==> src/rtl/adc_scan_pkg.sv <==
// adc_scan_pkg: scan FSM state encoding, per-channel mux select codes and default widths
package adc_scan_pkg;
   typedef enum logic [2:0] {IDLE, SELECT, SETTLE, ACQUIRE, OUTPUT} state_e;
   localparam int NUM_CH_DEF = 4;
   localparam int SEL_W_DEF  = 4;
   // Channels 0..3 use the ACM9226 mux codes; higher entries take the remaining codes.
   localparam logic [15:0][3:0] CH_SEL = {4'd15, 4'd14, 4'd12, 4'd11, 4'd9, 4'd8, 4'd7, 4'd5,
                                          4'd4, 4'd3, 4'd1, 4'd0, 4'd13, 4'd10, 4'd6, 4'd2};
endpackage

==> src/rtl/adc_ch_pick.sv <==
// adc_ch_pick: next enabled channel strictly above cur (or lowest when cur is "none"), with wrap flag
module adc_ch_pick #(
   parameter int NUM_CH = 4,
   parameter int CH_W   = 2
) (
   input  logic [NUM_CH-1:0] mask_i,
   input  logic [CH_W-1:0]   cur_i,
   input  logic              cur_vld_i,
   output logic [CH_W-1:0]   nxt_o,
   output logic              found_o,
   output logic              wrap_o
);
   logic [CH_W-1:0] lo, hi;
   logic            lo_f, hi_f;
   always_comb begin
      lo   = '0;
      hi   = '0;
      lo_f = 1'b0;
      hi_f = 1'b0;
      for (int i = NUM_CH - 1; i >= 0; i--) begin
         if (mask_i[i]) begin
            lo   = CH_W'(i);
            lo_f = 1'b1;
         end
         if (mask_i[i] && cur_vld_i && i > int'(cur_i)) begin
            hi   = CH_W'(i);
            hi_f = 1'b1;
         end
      end
      found_o = lo_f;
      nxt_o   = hi_f ? hi : lo;
      wrap_o  = lo_f && cur_vld_i && !hi_f;
   end
endmodule

==> src/rtl/adc_scan_sequencer.sv <==
// adc_scan_sequencer: mask-aware, settle-timed ADC channel scanner with a valid/ready result stream.
// Define ADC_SCAN_AVG_EN to average 2^AVG_LOG2 samples per channel instead of taking the first one.
module adc_scan_sequencer
   import adc_scan_pkg::*;
#(
   parameter  int NUM_CH     = NUM_CH_DEF,
   parameter  int SEL_W      = SEL_W_DEF,
   parameter  int DATA_W     = 12,
   parameter  int SETTLE_CYC = 8,
   parameter  int AVG_LOG2   = 2,
   localparam int CH_W       = (NUM_CH > 1) ? $clog2(NUM_CH) : 1
) (
   input  logic              ss_Clk,
   input  logic              ss_Rst,
   input  logic              ss_En,
   input  logic [NUM_CH-1:0] ss_ChMask,
   input  logic [DATA_W-1:0] ss_AdcData,
   input  logic              ss_AdcValid,
   output logic [SEL_W-1:0]  ss_MuxSel,
   output logic [DATA_W-1:0] ss_Data,
   output logic [CH_W-1:0]   ss_Ch,
   output logic              ss_Valid,
   input  logic              ss_Ready,
   output logic              ss_Busy,
   output logic              ss_ScanDone
);
   localparam int CNT_W = $clog2(SETTLE_CYC) + 1;
   state_e            state_q, state_d;
   logic [CH_W-1:0]   cur_q, cur_d, ch_q, ch_d, pk_nxt;
   logic [SEL_W-1:0]  mux_q, mux_d;
   logic [CNT_W-1:0]  cnt_q, cnt_d;
   logic [DATA_W-1:0] data_q, data_d;
   logic              valid_q, valid_d, done_q, done_d, pk_found, pk_wrap, single;
`ifdef ADC_SCAN_AVG_EN
   localparam int ACC_W = DATA_W + AVG_LOG2;
   logic [ACC_W-1:0]    acc_q, acc_d;
   logic [AVG_LOG2-1:0] smp_q, smp_d;
`endif

   // Outside OUTPUT the search has no current channel, so it yields the lowest set bit.
   adc_ch_pick #(.NUM_CH(NUM_CH), .CH_W(CH_W)) u_pick (
      .mask_i   (ss_ChMask),
      .cur_i    (cur_q),
      .cur_vld_i(state_q == OUTPUT),
      .nxt_o    (pk_nxt),
      .found_o  (pk_found),
      .wrap_o   (pk_wrap)
   );

   assign single = (ss_ChMask != '0) && ((ss_ChMask & (ss_ChMask - 1'b1)) == '0);

   always_comb begin
      state_d = state_q;
      cur_d   = cur_q;
      mux_d   = mux_q;
      cnt_d   = cnt_q;
      data_d  = data_q;
      ch_d    = ch_q;
      valid_d = valid_q;
      done_d  = 1'b0;
`ifdef ADC_SCAN_AVG_EN
      acc_d   = acc_q;
      smp_d   = smp_q;
`endif
      unique case (state_q)
         IDLE: begin
            state_d = (ss_En && pk_found) ? SELECT : IDLE;
            cur_d   = (ss_En && pk_found) ? pk_nxt : cur_q;
         end
         SELECT: begin
            state_d = SETTLE;
            mux_d   = SEL_W'(CH_SEL[cur_q]);
            cnt_d   = CNT_W'(SETTLE_CYC - 1);
`ifdef ADC_SCAN_AVG_EN
            acc_d   = '0;
            smp_d   = '0;
`endif
         end
         SETTLE: begin
            state_d = (cnt_q == '0) ? ACQUIRE : SETTLE;
            cnt_d   = (cnt_q == '0) ? cnt_q : cnt_q - 1'b1;
         end
         ACQUIRE: if (ss_AdcValid && ss_En) begin
`ifdef ADC_SCAN_AVG_EN
            acc_d = acc_q + ACC_W'(ss_AdcData);
            smp_d = smp_q + 1'b1;
            if (&smp_q) begin
               state_d = OUTPUT;
               data_d  = acc_d[ACC_W-1:AVG_LOG2];
               ch_d    = cur_q;
               valid_d = 1'b1;
            end
`else
            state_d = OUTPUT;
            data_d  = ss_AdcData;
            ch_d    = cur_q;
            valid_d = 1'b1;
`endif
         end
         OUTPUT: if (ss_Ready) begin
            valid_d = 1'b0;
            done_d  = pk_wrap || single;
            cur_d   = pk_found ? pk_nxt : cur_q;
            state_d = (ss_En && pk_found) ? SELECT : IDLE;
         end
         default: state_d = IDLE;
      endcase
      // A dropped enable abandons any acquisition that has not yet produced a result.
      if (!ss_En && state_q inside {SELECT, SETTLE, ACQUIRE}) state_d = IDLE;
      mux_d = (state_d == IDLE) ? SEL_W'(CH_SEL[0]) : mux_d;
   end

   always_ff @(posedge ss_Clk or negedge ss_Rst) begin
      if (!ss_Rst) begin
         state_q <= IDLE;
         cur_q   <= '0;
         mux_q   <= SEL_W'(CH_SEL[0]);
         cnt_q   <= '0;
         data_q  <= '0;
         ch_q    <= '0;
         valid_q <= 1'b0;
         done_q  <= 1'b0;
`ifdef ADC_SCAN_AVG_EN
         acc_q   <= '0;
         smp_q   <= '0;
`endif
      end else begin
         state_q <= state_d;
         cur_q   <= cur_d;
         mux_q   <= mux_d;
         cnt_q   <= cnt_d;
         data_q  <= data_d;
         ch_q    <= ch_d;
         valid_q <= valid_d;
         done_q  <= done_d;
`ifdef ADC_SCAN_AVG_EN
         acc_q   <= acc_d;
         smp_q   <= smp_d;
`endif
      end
   end

   assign ss_MuxSel   = mux_q;
   assign ss_Data     = data_q;
   assign ss_Ch       = ch_q;
   assign ss_Valid    = valid_q;
   assign ss_ScanDone = done_q;
   assign ss_Busy     = state_q != IDLE;
endmodule
==> config.mk <==
export PLATFORM = sky130hd
export DESIGN_NAME = adc_scan_sequencer
export DESIGN_NICKNAME = d
export VERILOG_FILES = /design/src/rtl/adc_scan_pkg.sv /design/src/rtl/adc_ch_pick.sv /design/src/rtl/adc_scan_sequencer.sv
export SDC_FILE = /design/constraint.sdc
export NUM_CORES = 1
export LEC_CHECK = 0
export ABC_AREA = 1
export CAP_MARGIN = 20
export CORE_MARGIN = 10
export CORE_UTILIZATION = 55
export CTS_CLUSTER_DIAMETER = 200
export DETAILED_ROUTE_END_ITERATION = 7
export DONT_BUFFER_PORTS = 1
export GPL_ROUTABILITY_DRIVEN = 0
export MAX_ROUTING_LAYER = met4
export PLACE_DENSITY = 0.82
export SYNTH_ARGS = -nofsm -noshare
export SYNTH_HDL_FRONTEND = slang
export SYNTH_SLANG_ARGS = --single-unit
==> constraint.sdc <==
create_clock -name ss_Clk -period 1.5 [get_ports ss_Clk]
set_input_delay 0.3 -clock ss_Clk [delete_from_list [all_inputs] [get_ports ss_Clk]]
set_output_delay 0.3 -clock ss_Clk [all_outputs]
set_load 0.005 [all_outputs]
# == Yosys cells after proc, flatten, opt, wreduce, memory -nomap -nowiden ==
# Index checks and enable logic that the tools add are counted.
# totals
ff_bits,29
out_inout_bits,21
elab_cells,90
# classes
addsub,2
order_cmp,4
eq_ne,9
n_mux,36
n_bitwise,1
n_reduce_logical,30
# ops
operator,n
$mux 2,11
$mux 4,4
$pmux 3 s5,1
$mux 1,13
$logic_and 1x1->1,12
$ne 2x2->1 const B,5
$mux 3,3
$bmux 4 s2,1
$logic_not 4->1,2
$pmux 4 s2,1
$reduce_bool 2->1,4
$sub 4x1->4 const B,2
$eq 3x2->1 const B,2
$logic_not 3->1,2
$reduce_bool 3->1,2
$lt 2x5->1 const B,1
$and 4x4->4,1
$gt 2x2->1 const A,2
$pmux 2 s2,1
$reduce_and 2->1,2
$reduce_and 4->1,1
$reduce_bool 4->1,1
$eq 3x1->1 const B,1
$eq 3x3->1 const B,1
other kinds (5),6

# == Longest topological paths before layout ==
# Gate-level depths: netlist of the first run.
# depth
ltp_word,11
depth_mapped,11
mapped_depth_nobuf,11

# == Cells and area by module ==
# Synthesis of the first run repeated with hierarchy kept, for this count alone.
# hier_totals
hier_cells,162
hier_area_um2,1461.4
# by_module_without_submodules
mod,instances,cells_each,area_per_inst_um2,seq_area_each_um2
adc_scan_sequencer,1,137,1357.6,726.9
adc_ch_pick,1,25,103.8,0.0

# == Worst setup path before layout of the first run ==
# OpenSTA, ideal clock, no wires.
# synth_timing
path_type,reg2reg
from,register state_q[1]
to,register cur_q[0]
setup_time_ns,0.120
arrival_ns,1.176
t_required_ns,1.380
setup_slack_ns,0.204
path_stages_with_launch,10
cell_sequence,dfrtp_1 -> nor2_2 -> nand2_2 -> inv_2 -> nand3_1 -> o21ai_2 -> and2_1 -> nand2_1 -> o21ai_0 -> inv_1
# synth_between
elab_chain_cells,10
# synth_rtl
element,line_no,rtl
"start, declared",adc_scan_sequencer.sv:28,"state_e state_q, state_d;"
"start signal, assigned",adc_scan_sequencer.sv:128,state_q <= state_d;
$eq 3x3->1,"adc_scan_sequencer.sv:44, adc_scan_sequencer.sv:65",
$logic_and 1x1->1 (2 in a row),adc_ch_pick.sv:25,if (mask_i[i] && cur_vld_i && i > int'(cur_i)) begin
$mux 2 / $mux 1 (equally long branches) (3 in a row),adc_ch_pick.sv:25,
$mux 2,adc_ch_pick.sv:31,nxt_o = hi_f ? hi : lo;
$mux 2,adc_scan_sequencer.sv:103,cur_d = pk_found ? pk_nxt : cur_q;
$mux 2,adc_scan_sequencer.sv:100,OUTPUT: if (ss_Ready) begin
$pmux 2 s2,adc_scan_sequencer.sv:65,unique case (state_q)
"end signal, assigned",adc_scan_sequencer.sv:129,cur_q <= cur_d;
"end, declared",adc_scan_sequencer.sv:29,"logic [CH_W-1:0] cur_q, cur_d, ch_q, ch_d, pk_nxt;"
# Several ways; a longest one is shown, not always the timed one. The select of a mux whose other input is x is not followed.
# A chain may end at the register's enable or synchronous reset.

# == Final worst setup path of the first run ==
# layout_timing
from,register state_q[0]
to,register cnt_q[2]
# layout_between
elab_chain_cells,3
# layout_rtl
element,line_no,rtl
$eq 3x2->1 / $eq 3x1->1 (equally long branches),adc_scan_sequencer.sv:65,
$ne 2x2->1 (no source line) / $reduce_bool 2->1 (equally long branches),--,
$reduce_and 2->1 (no source line),--,
"end signal, assigned",adc_scan_sequencer.sv:131,cnt_q <= cnt_d;
"end, declared",adc_scan_sequencer.sv:31,"logic [CNT_W-1:0] cnt_q, cnt_d;"
# Several ways; a longest one is shown, not always the timed one.

==> results of run 1 <==
power by group through the flow:
stage | combinational, mW | clock [mW] | sequential (mW)
floorplan | 0.851 | 0 | 1.34
global placement | 1.01 | 0 | 1.41
detailed placement | 1.08 | 0 | 1.43
CTS | 1.12 | 0.449 | 1.41
global route | 1.47 | 0.494 | 1.47
finish | 1.30 | 0.446 | 1.42
cell usage in the layout, fill, tap and decap left out, drive strengths merged, types with 2 or more instances in the layout:
master  instances
nand3          13
clkinv          2
dfrtp          28
inv            22
nor2           18
mux2           12
o21ai          14
nor3            3
clkbuf          6
ha              2
nand2          32
a21oi           4
buf             8
repair_timing:
| item | in CTS | in global routing |
|---|---|---|
| endpoints found under the hold margin | 29 | 0 |
| gates cloned | 0 | 1 |
| setup endpoints to repair | 1 | 8 |
| hold buffers | 2 | 0 |
| pin swaps | 0 | 3 |
| gates resized for setup | 0 | 17 |
| buffers inserted | 1 | 3 |
kinds of logic (layout without fill, tap and decap cells):
logic type / count (synthesis) / after routing / share of synthesized area (%)
compound gates: 21 / 21 / 8.64
fa+ha+maj: 2 / 2 / 1.76
buf+inv: 23 / 39 / 6.61
flops: 29 / 29 / 51.2
mux: 12 / 12 / 10.8
simple gates: 67 / 68 / 20.9
per-stage QoR:
stage               hold WS, ns  cell area (um2)  worst slack, ns  TNS (ns)
floorplan               0.00441             1420            0.204         0
global placement        0.00527             1480            0.102         0
detailed placement      0.00531             1480          0.00586         0
CTS                      0.0699             1570           0.0335         0
global route             0.0594             1650          -0.0618   -0.0618
finish                   0.0857             1650           0.0721         0
worst register-to-register path, delay by kind of cell, from the launching register on:
| family | cells | cell delay [ns] |
|---|---|---|
| AOI/OAI and AO/OA | 3 | 0.39 |
| buffers and inverters | 2 | 0.20 |
| DFF | 1 | 0.45 |
| and+or+nand+nor | 3 | 0.28 |
per-layer routing:
layer / track usage (%) / vias up / wire [um]
met5: - / - / 0
met4: 4.95 / 0 / 28
met3: 6.00 / 5 / 274
met2: 23.6 / 33 / 1760
met1: 11.8 / 542 / 1190
li1: - / 533 / -
state kept, by name (all words and copies together) (netlist names):
signal / flops
ss_MuxSel: 4
cnt_q: 4
cur_q: 2
ss_ScanDone: 1
state_q: 3
ss_Valid: 1
ss_Data: 12
ss_Ch: 2
Yosys cell counts (all sizes together), types with 2 or more instances:
| library cell | instances | area [um2] |
|---|---|---|
| mux2 | 12 | 154 |
| a21oi | 4 | 23.8 |
| dfrtp | 28 | 701 |
| nand3 | 13 | 65.1 |
| o21ai | 14 | 77.6 |
| nor3 | 3 | 15.0 |
| nor2 | 18 | 72.6 |
| nand2 | 31 | 131 |
| ha | 2 | 25.0 |
| inv | 22 | 82.6 |
final cells by class:
class | count | share of cell area (%)
Clock buffer | 6 | 2.50
Tap cell | 30 | 2.27
Clock inverter | 2 | 0.607
Inverter | 22 | 5.16
Timing Repair Buffer | 9 | 5.76
Sequential cell | 29 | 44.2
Multi-Input combinational cell | 103 | 39.5
path summary, 6_finish.rpt:
path,startpoint,end,slack [ns],depth (start not counted)
setup / recovery,state_q[0],cnt_q[2],0.07,8
hold / removal,ss_Ready,state_q[2],0.09,1
setup reg to reg,state_q[0],cnt_q[2],0.07,8
hold reg to reg,ss_MuxSel[1],ss_MuxSel[1],0.51,2
max in group asynchronous,ss_Rst,ss_MuxSel[1],0.85,2
min in group asynchronous,ss_Rst,ss_Data[7],0.40,2
==> flow_summary.toml, run 1 <==
[timing]
skew_ns = 0.00657
setup_viol = 0
tightest_slew_ns = 0.254
slew_headroom_pct = 83.0
hold_viol_final = 0
period_share_pct = 95.2
rsz0062_at_grt = "yes"
slew_viol_final = 0
min_period_ns = 1.43
fmax_mhz = 700

[routing]
drt_iter0_markers = 96
vias = 1113
antenna_left = 0
avgRoutedWirePerCell_um = 16.2
first_pass_iters = 4
totalWireLength_mm = 3.25
drc = 0
vias_per_cell = 5.54

[finish]
fillers = 186
nets = 193
layout-drive-gt1-share_pct = 31.0
multi_input_comb_area_um2 = 652
antenna_cells = 0
post-route-util_pct = 66.6
fin_cells = 201
syn_to_final_growth_pct = 16.3
seq_area_um2 = 729

[yosys]
ys.flop_type = "dfrtp_1"
yosys_warnings = 0
ys_seq_area_share_pct = 51.2
synthArstFlopShare_pct = 100
syn_area_um2 = 1420
netlist_instances = 154
synth-edff-count = 0
syn_avg_cell_area_um2 = 9.21
ys_types = 24
syn-num-nets = 177
ys_ff_latch = 29

[grt]
grt_use_total_pct = 13.2
antenna_found_initial = 0
first_global_vias = 1165
grt_start_max_net_pins = 30
grt_overflow = 0
grt_pass1_wl_mm = 5.31

[power_and_ir_drop]
seq_power_share_pct = 45.0
p_sw_share_pct = 40.4
power_switching_mw = 1.28
p_int_mw = 1.89
combinationalPowerShare_pct = 40.9
p_clk_share_pct = 14.1
ir_worst_vdd_mv = 1.08
p_per_area_nw_per_um2 = 1920
leakagePower_nw = 0.873
total_power_mw = 3.17

[cts]
clkTransAtPathRegs_ns = 0.09
cts_buffer_depth = 2
cts_tree = "yes"
cts_sinks = 29
htreeDepth = 2
insertion_delay_ns = 0.32
cts_buffers = 5
cts_root_buf = "clkbuf_4"

[critical_path]
path_class = "flip-flop to flip-flop"
crit_buf_inv = 2
arrival_ns = 1.63
crit_path_start_kind = "flip-flop"
slowest_delay_ns = 0.45
critPathSlowestCell = "dfrtp_2"
required_ns = 1.70
cp_max_fo = 4
crit_chain = "inv_1 -> nand3_2 -> a21oi_2 -> nor2_2 -> inv_1 -> nand2_1 -> a21oi_2 -> o21ai_0"
crit_family = "flip-flops"
crit_path_end_kind = "flip-flop"

[die]
die_w_um = 70.8
rows = 18
die_area_um2 = 5010
ioPinCount = 42
initial_core_util_pct = 57.3
core_area_um2 = 2480
die_h_um = 70.8

[placed_design]
io_buffers = 0
dp.cells = 186
hpwl_mm = 2.40

[outcome]
status = "finished clean"

[min_path]
hold_path.class = "input pin to flip-flop"

[flow_run]
cap_violations = 0
Note: power is estimated with default switching activity, not from simulation.
==> inputs of run 2 (changes only) <==
==> constraint.sdc (replaced) <==
create_clock -name ss_Clk -period 1.65 [get_ports ss_Clk]
set_input_delay 0.33 -clock ss_Clk [delete_from_list [all_inputs] [get_ports ss_Clk]]
set_output_delay 0.33 -clock ss_Clk [all_outputs]
set_load 0.005 [all_outputs]
==> flow_summary.toml, run 2 (synthesis gave the netlist of run 1 again) <==
[outcome]
status = "finished clean"

[die]
ioPinCount = 42
die_w_um = 70.8
core_area_um2 = 2480
die_h_um = 70.8
die_area_um2 = 5010
rows = 18
initial_core_util_pct = 57.3

[placed_design]
dp.cells = 183
io_buffers = 0
postPlaceCellArea_um2 = 1450
hpwl_mm = 2.52

[grt]
grt_start_max_net_pins = 30
grt_pass1_wl_mm = 5.24
grt_use_total_pct = 13.4
grt_overflow = 0
antenna_found_initial = 0
first_global_vias = 1068

[timing]
fmax_mhz = 668
setup_tns_ns = 0
slew_viol_final = 0
rsz0062_at_grt = "no"
slew_headroom_pct = 80.0
period_share_pct = 90.8
hold_viol_final = 0
min_period_ns = 1.50
setup_viol = 0
tightest_slew_ns = 0.297
skew_ns = 0.00466

[min_path]
hold_path.class = "input pin to flip-flop"

[cts]
cts_buffers = 5
cts_root_buf = "clkbuf_4"
cts_tree = "yes"
clkTransAtPathRegs_ns = 0.09
htreeDepth = 2
cts_buffer_depth = 2
insertion_delay_ns = 0.32
cts_sinks = 29

[critical_path]
crit_path_start_kind = "flip-flop"
critPathSlowestCell = "dfrtp_1"
path_class = "flip-flop to flip-flop"
crit_path_start = "state_q[1]"
required_ns = 1.87
rr_endpoint = "cur_q[0]"
reg2reg_depth = 9
crit_end = "cur_q[0]"
arrival_ns = 1.72
crit_path_end_kind = "flip-flop"
cp_max_fo = 5
regToRegSetupSlack_ns = 0.15
slowest_delay_ns = 0.45
rr_startpoint = "state_q[1]"
crit_chain = "nor2_2 -> nand2_2 -> inv_2 -> nand3_1 -> o21ai_2 -> and2_1 -> nand2_1 -> o21ai_0 -> inv_1"

[finish]
layout-drive-gt1-share_pct = 21.3
fin_area_um2 = 1550
final_common_cell = "dfrtp_1"
syn_to_final_growth_pct = 9.26
fin_cells = 194
antenna_cells = 0
largest_register_ffs = 12
nets = 187
layout_common_cells = "28 x dfrtp_1, 27 x nand2_1, 19 x inv_1"
fillers = 201

[routing]
drt_iter0_markers = 75
antenna_left = 0
avgRoutedWirePerCell_um = 16.9
totalWireLength_mm = 3.28
drc = 0
vias_per_cell = 5.69
first_pass_iters = 4
vias = 1103

[power_and_ir_drop]
p_per_area_nw_per_um2 = 1760
ir_worst_vdd_mv = 0.895
leakagePower_nw = 0.833

[flow_run]
cap_violations = 0
[run 2: per-stage QoR]
step / hold slack, ns / utilization [%] / total power, mW / worst slack (ns)
detailed placement: 0.0353 / 58.3 / 2.24 / 0.167
CTS: 0.0824 / 61.8 / 2.70 / 0.163
floorplan: 0.0344 / - / 1.99 / 0.354
global placement: 0.0353 / 58.3 / 2.16 / 0.247
finish: 0.0965 / 62.6 / 2.72 / 0.153
global route: 0.0720 / 62.6 / 2.92 / 0.0164
[run 2: repair_timing]
item                                   4_1_cts  5_1_grt
setup buffers                                0        2
hold buffers                                 2        0
setup endpoints to repair                    0        1
endpoints found under the hold margin       29        0
gates resized for setup                      0        1
[run 2: power breakdown]
group          switching, mW  leakage (nW)  total, mW  internal (mW)
Sequential             0.257         0.366       1.28           1.03
Clock                  0.227        0.0314      0.428          0.201
Combinational          0.592         0.436       1.01          0.420
[run 2: how the worst min path moves through the flow]
stage | cells past startpoint | slack (ns) | to | start
floorplan | 0 | 0.03 | cnt_q[0] | ss_Rst
global placement | 0 | 0.04 | ss_Data[7] | ss_Rst
detailed placement | 0 | 0.04 | ss_Data[7] | ss_Rst
CTS | 1 | 0.08 | state_q[2] | ss_Ready
global route | 1 | 0.07 | state_q[2] | ss_Ready
finish | 1 | 0.1 | state_q[2] | ss_Ready
[run 2: metal layers]
metal	routed length, um	track usage (%)	up-vias
li1	-	-	517
met1	1170	12.0	537
met4	61	4.52	0
met2	1750	23.4	40
met3	290	7.25	9
met5	0	-	-
[run 2: worst max-delay path, delay by kind of cell, from the launching register on]
kind | cells | cell delay, ns
and+or+nand+nor | 5 | 0.64
DFF | 1 | 0.45
buffers and inverters | 2 | 0.14
AOI/OAI and AO/OA | 2 | 0.16
[run 2: layout make-up]
cell class / instances / area (um2) / area share (%)
Clock buffer: 7 / 55.1 / 3.55
Inverter: 22 / 82.6 / 5.33
Timing Repair Buffer: 4 / 45.0 / 2.91
Sequential cell: 29 / 727 / 46.9
Tap cell: 30 / 37.5 / 2.42
Multi-Input combinational cell: 102 / 603 / 38.9
